$ cat config.mk
export PLATFORM = sky130hd
export DESIGN_NAME = ddr_rd_burst_ctrl
export DESIGN_NICKNAME = d
export VERILOG_FILES = /design/src/rtl/ddr_rd_pkg.sv /design/src/rtl/ddr_rd_addr_gen.sv /design/src/rtl/ddr_rd_burst_ctrl.sv
export SDC_FILE = /design/constraint.sdc
export NUM_CORES = 1
export LEC_CHECK = 0
export BUFFER_PORTS_ARGS = -buffer_cell sky130_fd_sc_hd__buf_4
export CORE_AREA = 2 2 239 241
export CTS_CLUSTER_SIZE = 8
export DETAILED_ROUTE_END_ITERATION = 6
export DIE_AREA = 0 0 241 243
export PLACE_DENSITY_LB_ADDON = 0.15
export REMOVE_ABC_BUFFERS = 1
export SYNTH_ARGS = -nofsm -noshare
export SYNTH_HDL_FRONTEND = slang
export SYNTH_SLANG_ARGS = --single-unit
$ cat constraint.sdc
create_clock -name clk -period 5.9 [get_ports clk]
set_input_delay 0.59 -clock clk [delete_from_list [all_inputs] [get_ports clk]]
set_output_delay 0.59 -clock clk [all_outputs]
set_load 0.02 [all_outputs]
$ cat src/rtl/ddr_rd_pkg.sv
// Shared types and helpers for the DDR3 read-burst sequencer.
// Holds the FSM state encoding, beat size and the FIFO space test.
package ddr_rd_pkg;

    typedef enum logic [1:0] {
        IDLE  = 2'd0,
        CHECK = 2'd1,
        REQ   = 2'd2,
        DRAIN = 2'd3
    } rd_state_t;

    localparam int unsigned BEAT_BYTES = 32;
    localparam int unsigned LEN_W      = 9;

    // A burst may issue only if every word that could land in the FIFO still fits.
    function automatic logic fifo_has_room(
        input int unsigned wr_cnt,
        input int unsigned outstanding,
        input int unsigned pipe_vld,
        input int unsigned len,
        input int unsigned depth
    );
        return (wr_cnt + outstanding + pipe_vld + len) <= depth;
    endfunction

endpackage

$ cat src/rtl/ddr_rd_addr_gen.sv
// Burst address/length generator: tracks the next burst address and the
// number of beats still to be requested for the current frame.
module ddr_rd_addr_gen
    import ddr_rd_pkg::*;
#(
    parameter int ADDR_W        = 28,
    parameter int FRAME_BEATS_W = 20,
    parameter int BURST_LEN     = 16
) (
    input  logic                     clk,
    input  logic                     rst_n,
    input  logic                     load,
    input  logic [ADDR_W-1:0]        load_base,
    input  logic [FRAME_BEATS_W-1:0] load_beats,
    input  logic                     advance,
    output logic [ADDR_W-1:0]        addr,
    output logic [LEN_W-1:0]         len,
    output logic                     last
);

    logic [ADDR_W-1:0]        addr_reg;
    logic [FRAME_BEATS_W-1:0] req_left_reg;

    always_ff @(posedge clk or negedge rst_n) begin
        if (!rst_n) begin
            addr_reg     <= '0;
            req_left_reg <= '0;
        end else if (load) begin
            addr_reg     <= load_base;
            req_left_reg <= load_beats;
        end else if (advance) begin
            // Address wraps silently modulo 2**ADDR_W.
            addr_reg     <= addr_reg + ADDR_W'(len) * ADDR_W'(BEAT_BYTES);
            req_left_reg <= req_left_reg - FRAME_BEATS_W'(len);
        end
    end

    always_comb begin
        len = LEN_W'(BURST_LEN);
        if (req_left_reg < FRAME_BEATS_W'(BURST_LEN)) begin
            len = LEN_W'(req_left_reg);
        end
    end

    assign addr = addr_reg;
    assign last = (req_left_reg == FRAME_BEATS_W'(len));

endmodule

$ cat src/rtl/ddr_rd_burst_ctrl.sv
// DDR3 read-burst sequencer feeding the read-side prefetch FIFO.
// Optional DDR_RD_PINGPONG_EN adds a second frame base and alternates buffers per frame.
module ddr_rd_burst_ctrl
    import ddr_rd_pkg::*;
#(
    parameter int ADDR_W        = 28,
    parameter int DATA_W        = 256,
    parameter int BURST_LEN     = 16,
    parameter int FIFO_DEPTH_W  = 10,
    parameter int FRAME_BEATS_W = 20
) (
    input  logic                     clk,
    input  logic                     rst_n,
`ifdef DDR_RD_PINGPONG_EN
    input  logic [ADDR_W-1:0]        frame_base1,
    output logic                     buf_sel,
`endif
    input  logic                     frame_start,
    input  logic [ADDR_W-1:0]        frame_base,
    input  logic [FRAME_BEATS_W-1:0] frame_beats,
    output logic                     busy,
    output logic                     frame_done,
    output logic                     err_unexp,
    output logic                     ar_valid,
    input  logic                     ar_ready,
    output logic [ADDR_W-1:0]        ar_addr,
    output logic [7:0]               ar_len,
    input  logic                     r_valid,
    input  logic [DATA_W-1:0]        r_data,
    input  logic                     r_last,
    output logic                     r_ready,
    input  logic [FIFO_DEPTH_W:0]    fifo_wr_cnt,
    output logic                     fifo_wr_en,
    output logic [DATA_W-1:0]        fifo_wr_data
);

    localparam int          CNT_W      = FIFO_DEPTH_W + 1;
    localparam int unsigned FIFO_DEPTH = 1 << FIFO_DEPTH_W;

    rd_state_t                state_reg, state_next;
    logic [FRAME_BEATS_W-1:0] beats_reg, rcv_cnt_reg;
    logic [CNT_W-1:0]         outstanding_reg;
    logic                     pipe_vld_reg;
    logic [DATA_W-1:0]        data_reg;
    logic                     err_reg;
    logic                     zero_done_reg;

    logic [ADDR_W-1:0] start_base, gen_addr;
    logic [LEN_W-1:0]  gen_len;
    logic              gen_last;
    logic              start_ok, start_zero, ar_hs, beat_ok, has_room, drain_done;
    logic              unused_r_last;

    assign unused_r_last = r_last;

    assign start_ok   = (state_reg == IDLE) && frame_start && (frame_beats != '0);
    assign start_zero = (state_reg == IDLE) && frame_start && (frame_beats == '0);
    assign ar_hs      = (state_reg == REQ) && ar_ready;
    // Beats with no credit outstanding are unexpected and never reach the FIFO.
    assign beat_ok    = r_valid && (outstanding_reg != '0);
    assign drain_done = (state_reg == DRAIN) && (rcv_cnt_reg == beats_reg);
    assign has_room   = fifo_has_room(32'(fifo_wr_cnt), 32'(outstanding_reg),
                                      32'(pipe_vld_reg), 32'(gen_len), FIFO_DEPTH);

`ifdef DDR_RD_PINGPONG_EN
    logic buf_sel_reg;

    always_ff @(posedge clk or negedge rst_n) begin
        if (!rst_n) begin
            buf_sel_reg <= 1'b0;
        end else if (frame_done) begin
            buf_sel_reg <= ~buf_sel_reg;
        end
    end

    assign buf_sel    = buf_sel_reg;
    assign start_base = buf_sel_reg ? frame_base1 : frame_base;
`else
    assign start_base = frame_base;
`endif

    ddr_rd_addr_gen #(
        .ADDR_W        (ADDR_W),
        .FRAME_BEATS_W (FRAME_BEATS_W),
        .BURST_LEN     (BURST_LEN)
    ) u_addr_gen (
        .clk        (clk),
        .rst_n      (rst_n),
        .load       (start_ok),
        .load_base  (start_base),
        .load_beats (frame_beats),
        .advance    (ar_hs),
        .addr       (gen_addr),
        .len        (gen_len),
        .last       (gen_last)
    );

    always_ff @(posedge clk or negedge rst_n) begin
        if (!rst_n) begin
            state_reg <= IDLE;
        end else begin
            state_reg <= state_next;
        end
    end

    always_comb begin
        state_next = state_reg;
        case (state_reg)
            IDLE:    if (start_ok)   state_next = CHECK;
            CHECK:   if (has_room)   state_next = REQ;
            REQ:     if (ar_ready)   state_next = gen_last ? DRAIN : CHECK;
            DRAIN:   if (drain_done) state_next = IDLE;
            default:                 state_next = IDLE;
        endcase
    end

    // Credit and receive counters; a handshake and a beat in one cycle net to len-1.
    always_ff @(posedge clk or negedge rst_n) begin
        if (!rst_n) begin
            beats_reg       <= '0;
            rcv_cnt_reg     <= '0;
            outstanding_reg <= '0;
            pipe_vld_reg    <= 1'b0;
            data_reg        <= '0;
            err_reg         <= 1'b0;
            zero_done_reg   <= 1'b0;
        end else begin
            if (start_ok) begin
                beats_reg   <= frame_beats;
                rcv_cnt_reg <= '0;
            end else if (beat_ok) begin
                rcv_cnt_reg <= rcv_cnt_reg + 1'b1;
            end
            outstanding_reg <= outstanding_reg
                               + (ar_hs ? CNT_W'(gen_len) : CNT_W'(0))
                               - CNT_W'(beat_ok);
            pipe_vld_reg    <= beat_ok;
            if (beat_ok) begin
                data_reg <= r_data;
            end
            if (r_valid && (outstanding_reg == '0)) begin
                err_reg <= 1'b1;
            end
            zero_done_reg <= start_zero;
        end
    end

    assign busy         = (state_reg != IDLE);
    assign frame_done   = zero_done_reg || drain_done;
    assign err_unexp    = err_reg;
    assign ar_valid     = (state_reg == REQ);
    assign ar_addr      = ar_valid ? gen_addr : '0;
    assign ar_len       = ar_valid ? 8'(gen_len - 1'b1) : 8'd0;
    assign r_ready      = rst_n;
    assign fifo_wr_en   = pipe_vld_reg;
    assign fifo_wr_data = data_reg;

endmodule
After elaboration in Yosys (flattened, before gate mapping)
Cells that the tools add are included.
{"block": "word_totals", "regBits": 360, "wordCells": 63, "romBits": 0, "ram_bits": 0, "inputBits": 321, "n_memories": 0, "latch_bits": 0}
{"block": "classes", "n_lt_le_gt_ge": 2, "reduce_logical": 17, "n_shift": 0, "addsub": 9, "n_eq_ne": 9, "mux": 16, "div_mod_pow": 0, "n_bitwise": 0, "n_mul": 0}
{"op": "$mux W28", "count": 3}
{"op": "$mux W20", "count": 4}
{"op": "$add A28 B14 Y28", "count": 1}
{"op": "$add A20 B1 Y20 const B", "count": 1}
{"op": "$eq A20 B20 Y1", "count": 1}
{"op": "$eq A20 B9 Y1", "count": 1}
{"op": "$logic_not A20 Y1", "count": 1}
{"op": "$lt A20 B5 Y1 const B", "count": 1}
{"op": "$reduce_bool A20 Y1", "count": 1}
{"op": "$sub A20 B9 Y20", "count": 1}
{"op": "$mux W9", "count": 2}
{"op": "$add A13 B9 Y14", "count": 1}
{"op": "$le A14 B11 Y1 const B", "count": 1}
{"op": "$add A12 B1 Y13", "count": 1}
{"op": "$add A11 B11 Y12", "count": 1}
{"op": "$add A11 B9 Y11", "count": 1}
{"op": "$logic_not A11 Y1", "count": 1}
{"op": "$reduce_bool A11 Y1", "count": 1}
{"op": "$sub A11 B1 Y11", "count": 1}
{"op": "$mux W2", "count": 5}
{"op": "$mux W8", "count": 1}
{"op": "$pmux W2 S4", "count": 1}
{"op": "$sub A8 B1 Y8 const B", "count": 1}
{"op": "$logic_and A1 B1 Y1", "count": 7}
{"op": "8 further kinds", "count": 13}

Depth between registers and ports, before layout
Gate-level depths: netlist of the first run.
{"block": "depth", "ltp_word": 6, "depth_mapped": 20, "depth_no_buf": 18}

By module
From an unflattened synthesis of the first run, not the netlist that was laid out.
{"block": "hier_totals", "hier_cells": 1899, "hier_area_um2": 16983.8}
{"module": "ddr_rd_burst_ctrl", "instances": 1, "seq_area_each_um2": 7807.5, "area_each_um2": 13709.4, "cells_each": 1528}
{"module": "ddr_rd_addr_gen", "instances": 1, "seq_area_each_um2": 1201.2, "area_each_um2": 3274.4, "cells_each": 371}

Worst setup path after synthesis of the first run
Ideal clock, no wire load.
{"block": "synth_path", "kind": "register to register", "startpoint": "register u_addr_gen.req_left_reg[13]", "endpoint": "register state_reg[1]", "setup_time_ps": 119, "slack_ps": 1413, "synth_period_minus_slack_ps": 4487, "stages_incl_launch_ff": 18, "t_arrival_ps": 4368, "path_cell_list": "dfrtp_1 > or4_1 > buf_2 > or2_4 > or3_1 > buf_6 > clkinv_8 > nand2_1 > inv_2 > fa_1 > ha_1 > fa_1 > a211oi_1 > o21ai_0 > a221oi_1 > mux2i_1 > a31o_2 > a21bo_2"}
{"block": "synth_via", "elab_chain_len": 6, "word_cells_on_any_way": 10, "classes_between": "1 x add/sub; 2 x order compare; 2 x eq/ne; 4 x mux; 1 x reduce/logical"}
{"item": "start, declared", "line": "ddr_rd_addr_gen.sv:22", "text": "logic [FRAME_BEATS_W-1:0] req_left_reg;"}
{"item": "start signal, assigned", "line": "ddr_rd_addr_gen.sv:30", "text": "req_left_reg <= load_beats;"}
{"item": "start signal, assigned", "line": "ddr_rd_addr_gen.sv:34", "text": "req_left_reg <= req_left_reg - FRAME_BEATS_W'(len);"}
{"item": "$lt A20 B5 Y1", "line": "ddr_rd_addr_gen.sv:40", "text": "if (req_left_reg < FRAME_BEATS_W'(BURST_LEN)) begin"}
{"item": "$mux W9", "line": "ddr_rd_addr_gen.sv:40"}
{"item": "$add A13 B9 Y14 / $eq A20 B9 Y1 (equally long branches)", "line": "ddr_rd_pkg.sv:23, ddr_rd_addr_gen.sv:46"}
{"item": "$le A14 B11 Y1 / $mux W2 (equally long branches)", "line": "ddr_rd_pkg.sv:23, ddr_rd_burst_ctrl.sv:111"}
{"item": "$ne A2 B2 Y1 (no source line) / $mux W2 (equally long branches)"}
{"item": "$reduce_and A4 Y1 (no source line) / $pmux W2 S4 (equally long branches)"}
{"item": "end signal, assigned", "line": "ddr_rd_burst_ctrl.sv:102", "text": "state_reg <= state_next;"}
{"item": "end, declared", "line": "ddr_rd_burst_ctrl.sv:40", "text": "rd_state_t state_reg, state_next;"}
Several ways; a longest one is shown, not always the timed one. The select of a mux whose other input is x is not followed.
A chain may end at the register's enable or synchronous reset.

Worst setup path after layout of the first run
{"block": "layout_path", "startpoint": "register u_addr_gen.req_left_reg[12]", "endpoint": "register state_reg[1]"}
Same word-level chain as after synthesis.

==> results of run 1 <==
-- kinds of logic (layout without fill, tap and decap cells) --
group / count (synthesis) / count (layout) / synth area share, %
and+or+nand+nor: 353 / 353 / 10.3
buffers and inverters: 115 / 750 / 2.76
DFF: 360 / 360 / 54.5
AOI/OAI and AO/OA: 162 / 162 / 6.84
xor gates and xnor gates: 56 / 56 / 2.97
adders and majority gates: 56 / 56 / 4.78
other: 2 / 17 / 0.0454
muxes: 263 / 263 / 17.9
-- cell usage after synthesis, types with 13 or more instances --
library cell	count
nor2_1	55
ha_1	44
or3_1	13
o211ai_1	16
and2_1	28
or4_1	14
inv_1	56
dfrtp_1	360
nor4_1	15
mux2_1	20
nor3_1	22
xor2_1	23
clkbuf_1	48
o21ai_0	38
xnor2_1	33
nand2_1	139
o311ai_0	15
a21oi_1	25
nand3_1	26
mux2_2	236
-- cell type report --
class	count	area, sq um	area share, %
sequential	360	9010	38.4
multi-input combinational	903	7120	30.4
antenna	4	10.0	0.0427
timing repair buffer	631	4770	20.4
tap	756	946	4.04
clock buffer	58	1310	5.60
inverter	59	241	1.03
clock inverter	2	28.8	0.123
-- final timing paths --
kind                                      endpoint                        start  depth (start not counted)
worst max-delay path                  state_reg[1]  u_addr_gen.req_left_reg[12]                         15
worst min-delay path            u_addr_gen.addr[1]                frame_base[1]                          3
worst max register to register        state_reg[1]  u_addr_gen.req_left_reg[12]                         15
worst min register to register  u_addr_gen.addr[0]           u_addr_gen.addr[0]                          2
max in group asynchronous        fifo_wr_data[176]                        rst_n                          3
min in group asynchronous             beats_reg[0]                        rst_n                          2
-- per-layer routing --
layer  wire length, um  share of wire [%]  vias up
li1                  -                  -     6095
met1             22800                 38     6684
met2             31600                 53      368
met3              4300                7.2       71
met4              1200                2.0        6
met5                41              0.068        -
-- worst max-delay path, stage by stage, from the launching register on --
cell	delay (ps)
dfrtp_1	440
or4_1	660
or2_4	320
or3_1	580
clkinv_8	150
nand2_1	90
inv_2	110
fa_1	420
ha_1	230
fa_1	440
a211oi_1	370
o21ai_0	230
a221oi_1	380
mux2i_1	130
a31o_2	230
a21bo_2	200
-- metrics by stage --
| step | worst slack (ps) | hold slack (ps) | area, sq um | power (mW) |
|---|---|---|---|---|
| 2_1_floorplan | 304 | 294 | 16400 | 5.38 |
| 3_3_place_gp | 953 | 454 | 22100 | 6.62 |
| 3_5_place_dp | 819 | 454 | 22100 | 6.66 |
| 4_1_cts | 813 | 173 | 23400 | 9.35 |
| 5_1_grt | 567 | 199 | 23400 | 9.85 |
| 6_report | 798 | 205 | 23400 | 9.22 |
-- power by group through the flow --
stage	Combinational, mW	Clock (mW)	Sequential, mW
floorplan	1.91	0	3.47
global placement	3.29	0	3.33
detailed placement	3.32	0	3.34
CTS	3.34	2.70	3.31
global route	3.67	2.80	3.38
finish	3.29	2.61	3.31
==> out/qor.yml, run 1 <==
status: "finished clean"
cts_tree: "yes"
start_util_pct: 29.6
postRouteWirelength_mm: 60.0
synth_seq_cells: 360
synth-edff-count: 0
finalMaxSlewViolations: 0
end_kind: "flip-flop"
drtIter0Drc: 587
first_pass_iters: 5
antenna_found_initial: 11
cp_max_fo: 9
holdBufCountCts: 1
syn_area_sq_mm: 0.0165
period_share_pct: 86.5
powerDensity_mw_per_mm2: 393
p_int_mw: 5.93
p_leak_nw: 11.0
rows: 87
fmax_mhz: 196
hold_class: "in2reg"
rsz0062_at_grt: "no"
hpwl_mm: 46.1
hold_viol: 0
fin_setup_tns_ps: 0
grt_max_degree: 140
synth_area_leaders: "dfrtp_1 (54%), mux2_2 (16%), ha_1 (3.3%), nand2_1 (3.2%), xnor2_1 (1.7%)"
swShare_pct: 35.7
place_congestion: 0.852
globalRouteTotalUtil_pct: 20.3
yosysUniqueCellTypes: 68
ys.flop_type: "dfrtp_1"
required_ps: 6370
power.switching_mw: 3.29
use_met2_pct: 36.5
fin_crit_ps: 5100
grt_pass1_vias: 13900
syn_to_final_growth_pct: 41.7
routed_via_density: 4.77
die_y_um: 243
criticalPathCategory: "reg2reg"
clk_latency_ps: 580
ys_warn_count: 0
ant_nets: 0
dp.cells: 2708
port_buffers: 617
overflow: 0
die_w_um: 241
largest_reg_flops: 256
postSynth.asyncResetShare_pct: 100
ctsResizeCount: 0
vias: 13200
ys_seq_area_share_pct: 54.5
drive_gt1_share_pct: 46.4
max_cap_violations: 0
startpoint_type: "flip-flop"
final_util_pct: 41.9
gr-max-usage-layer: "met2"
final_cells: 2773
nFillCells: 5491
netlist.area_leader.share_pct: 54.5
grt_use_met1_pct: 23.2
comb_power_share_pct: 35.7
power_frac_seq_pct: 35.9
route.detailed.drc: 0
clk_pin_slew_ps: 50
syn_avg_cell_area_sq_um: 12.1
arrival_ps: 5570
root_buffer: "clkbuf_16"
max-vdd-ir-drop_uv: 243
slew_headroom_pct: 36.6
synth_area_leader_cell: "dfrtp_1"
dieArea_sq_mm: 0.0586
nets: 2383
cts.path.max_buffers: 3
cts_buffers: 51
mostFrequentLayoutCells: "buf_4 (627), dfrtp_1 (360), mux2_2 (236)"
cts.sinks: 360
netlist_instances: 1367
worst_pin_slew_ps: 943
io_pins: 619
reg2reg_slack_ps: 800
drt-wirelength-per-cell_um: 21.6
layout_commonest_cell: "buf_4"
met3_usage_pct: 6.10
grt_pass1_wl_mm: 88.7
cts_max_level: 2
cts_setup_buffers: 0
pwr-share-clk_pct: 28.3
finalSetupViolCount: 0
core_sq_mm: 0.0560
fin_worst_skew_ps: 25.3
(Power assumes the default switching activity.)
==> run 2: changes to the inputs <==
Settings changed: CORE_AREA 2 2 239 241 to 2 2 241 243, DIE_AREA 0 0 241 243 to 0 0 243 245.
==> run 2 against run 1 <==
Setup slack improved by 46 ps. Die area is 1.7% higher. Sequential cell count is the same. Critical path depth unchanged. Non-clock buffer count unchanged. Wire length rose by 1.2%.
==> out/qor.yml, run 2 (synthesis gave the netlist of run 1 again) <==
grt_pass1_vias: 14000  # was 13900
first_pass_iters: 5  # unchanged
ant_nets: 0  # unchanged
start_util_pct: 29.0  # was 29.6%
critPathTopFamily: "simple AND/OR/NAND/NOR gates"  # unchanged
crit_buf_inv: 2  # unchanged
dp.cells: 2717  # was 2708
fin_crit_ps: 5060  # was 5100 ps
rsz0062_at_grt: "no"  # unchanged
dieArea_sq_mm: 0.0595  # was 0.0586 sq mm
antenna_found_initial: 6  # was 11
io_pins: 619  # unchanged
cp_cell_sequence: "or4_1, or2_4, or3_1, clkinv_8, nand2_1, inv_2, fa_1, ha_1, fa_1, a211oi_1, o21ai_0, a221oi_1, mux2i_1, a31o_2, a21bo_2"  # unchanged
required_ps: 6360  # was 6370 ps
hpwl_mm: 46.0  # was 46.1 mm
fin_worst_skew_ps: 22.3  # was 25.3 ps
criticalPathCategory: "reg2reg"  # unchanged
fmax_mhz: 198  # was 196 MHz
layout_commonest_cell: "buf_4"  # unchanged
root_buffer: "clkbuf_16"  # unchanged
status: "finished clean"  # unchanged
slew_headroom_pct: 28.5  # was 36.6%
clk_pin_slew_ps: 50  # about the same
powerDensity_mw_per_mm2: 397  # was 393 mW/mm^2
vias: 13200  # about the same
cts_tree: "yes"  # unchanged
die_y_um: 245  # was 243 um
core_sq_mm: 0.0570  # was 0.0560 sq mm
clk_latency_ps: 590  # was 580 ps
die_w_um: 243  # was 241 um
worstHoldPathCells: 3  # unchanged
worst-path-stages: 15  # unchanged
drive_gt1_share_pct: 46.4  # about the same
syn_to_final_growth_pct: 42.1  # was 41.7%
worst_pin_slew_ps: 1070  # was 943 ps
drt-wirelength-per-cell_um: 21.8  # was 21.6 um
crit_path_frequent_cell: "fa_1"  # unchanged
postRouteWirelength_mm: 60.7  # was 60.0 mm
period_share_pct: 85.7  # was 86.5%
cts_max_level: 2  # unchanged
ctsResizeCount: 0  # unchanged
cts.path.max_buffers: 3  # unchanged
hold_class: "in2reg"  # unchanged
routed_via_density: 4.75  # was 4.77
arrival_ps: 5520  # was 5570 ps
globalRouteTotalUtil_pct: 19.8  # was 20.3%
overflow: 0  # unchanged
port_buffers: 617  # unchanged
grt_max_degree: 162  # was 140
max-vdd-ir-drop_uv: 223  # was 243 uV
p_leak_nw: 11.0  # about the same
largest_reg_flops: 256  # unchanged
rr_worst_depth: 15  # unchanged
rows: 88  # was 87
max_cap_violations: 0  # unchanged
hold_viol: 0  # unchanged
cp_slowest_stage_delay_ps: 680  # was 660 ps
final_cells: 2783  # was 2773
mostFrequentLayoutCells: "buf_4 (627), dfrtp_1 (360), mux2_2 (236)"  # unchanged
place_congestion: 0.812  # was 0.852
route.detailed.drc: 0  # unchanged
nets: 2383  # unchanged
finalMaxSlewViolations: 0  # unchanged
startpoint_type: "flip-flop"  # unchanged
fin_setup_tns_ps: 0  # unchanged
drtIter0Drc: 593  # was 587
cts_buffers: 51  # unchanged
end_kind: "flip-flop"  # unchanged
cp_max_fo: 9  # unchanged
finalSetupViolCount: 0  # unchanged
slowest_stage: "or4_1"  # unchanged
cts.sinks: 360  # unchanged
grt_pass1_wl_mm: 88.9  # was 88.7 mm
==> run 2: cell type report <==
| type | count | area (sq um) |
|---|---|---|
| Antenna cell | 4 | 10.0 |
| Multi-Input combinational cell | 903 | 7120 |
| Clock buffer | 60 | 1360 |
| Fill cell | 5628 | 33500 |
| Tap cell | 765 | 957 |
| Inverter | 59 | 241 |
| Timing Repair Buffer | 631 | 4770 |
| Sequential cell | 360 | 9010 |
| Clock inverter | 1 | 20.0 |
==> run 2: final timing paths <==
| path | from | end | slack [ps] |
|---|---|---|---|
| min in group asynchronous | rst_n | outstanding_reg[8] | 520 |
| max in group asynchronous | rst_n | fifo_wr_data[143] | 3970 |
| max reg2reg | u_addr_gen.req_left_reg[13] | state_reg[1] | 840 |
| max | u_addr_gen.req_left_reg[13] | state_reg[1] | 840 |
| min | frame_base[3] | u_addr_gen.addr[3] | 200 |
| min reg2reg | u_addr_gen.addr[3] | u_addr_gen.addr[3] | 470 |
==> run 2: stage by stage <==
step                setup WS [ps]  instance area [sq um]  utilization [%]  hold slack (ps)  power, mW
finish                        844                  23500             41.2              200       9.31
global route                  599                  23500             41.2              185       9.92
CTS                           858                  23500             41.2              163       9.45
detailed placement            866                  22100             38.7              455       6.68
global placement              932                  22100             38.7              451       6.63
floorplan                     304                  16400                -              294       5.38
==> run 2: repair_timing <==
| action | 4_1_cts | 5_1_grt |
|---|---|---|
| hold endpoints to repair | 55 | 0 |
| buffers inserted | 0 | 0 |
| hold buffers | 1 | 0 |
==> run 2: metal layers <==
layer / share of wire, % / vias to the layer above / GRT usage (%)
li1: - / 6105 / -
met2: 53 / 385 / 35.7
met3: 7.5 / 76 / 6.74
met5: 0.046 / - / 0
met4: 2.0 / 4 / 4.85
met1: 38 / 6639 / 22.3
==> run 2: worst reg2reg max path, stage by stage (launching register included) <==
cell and delay [ps]:
dfrtp_1 420, or4_1 680, or2_4 320, or3_1 600
clkinv_8 160, nand2_1 90, inv_2 110, fa_1 430
ha_1 230, fa_1 430, a211oi_1 360, o21ai_0 240
a221oi_1 330, mux2i_1 120, a31o_2 230, a21bo_2 210
==> run 2: where the power goes <==
part	internal (mW)	switching [mW]	total (mW)
combinational	1.45	1.86	3.31
sequential	2.94	0.372	3.31
clock	1.59	1.09	2.69
total	5.98	3.33	9.31
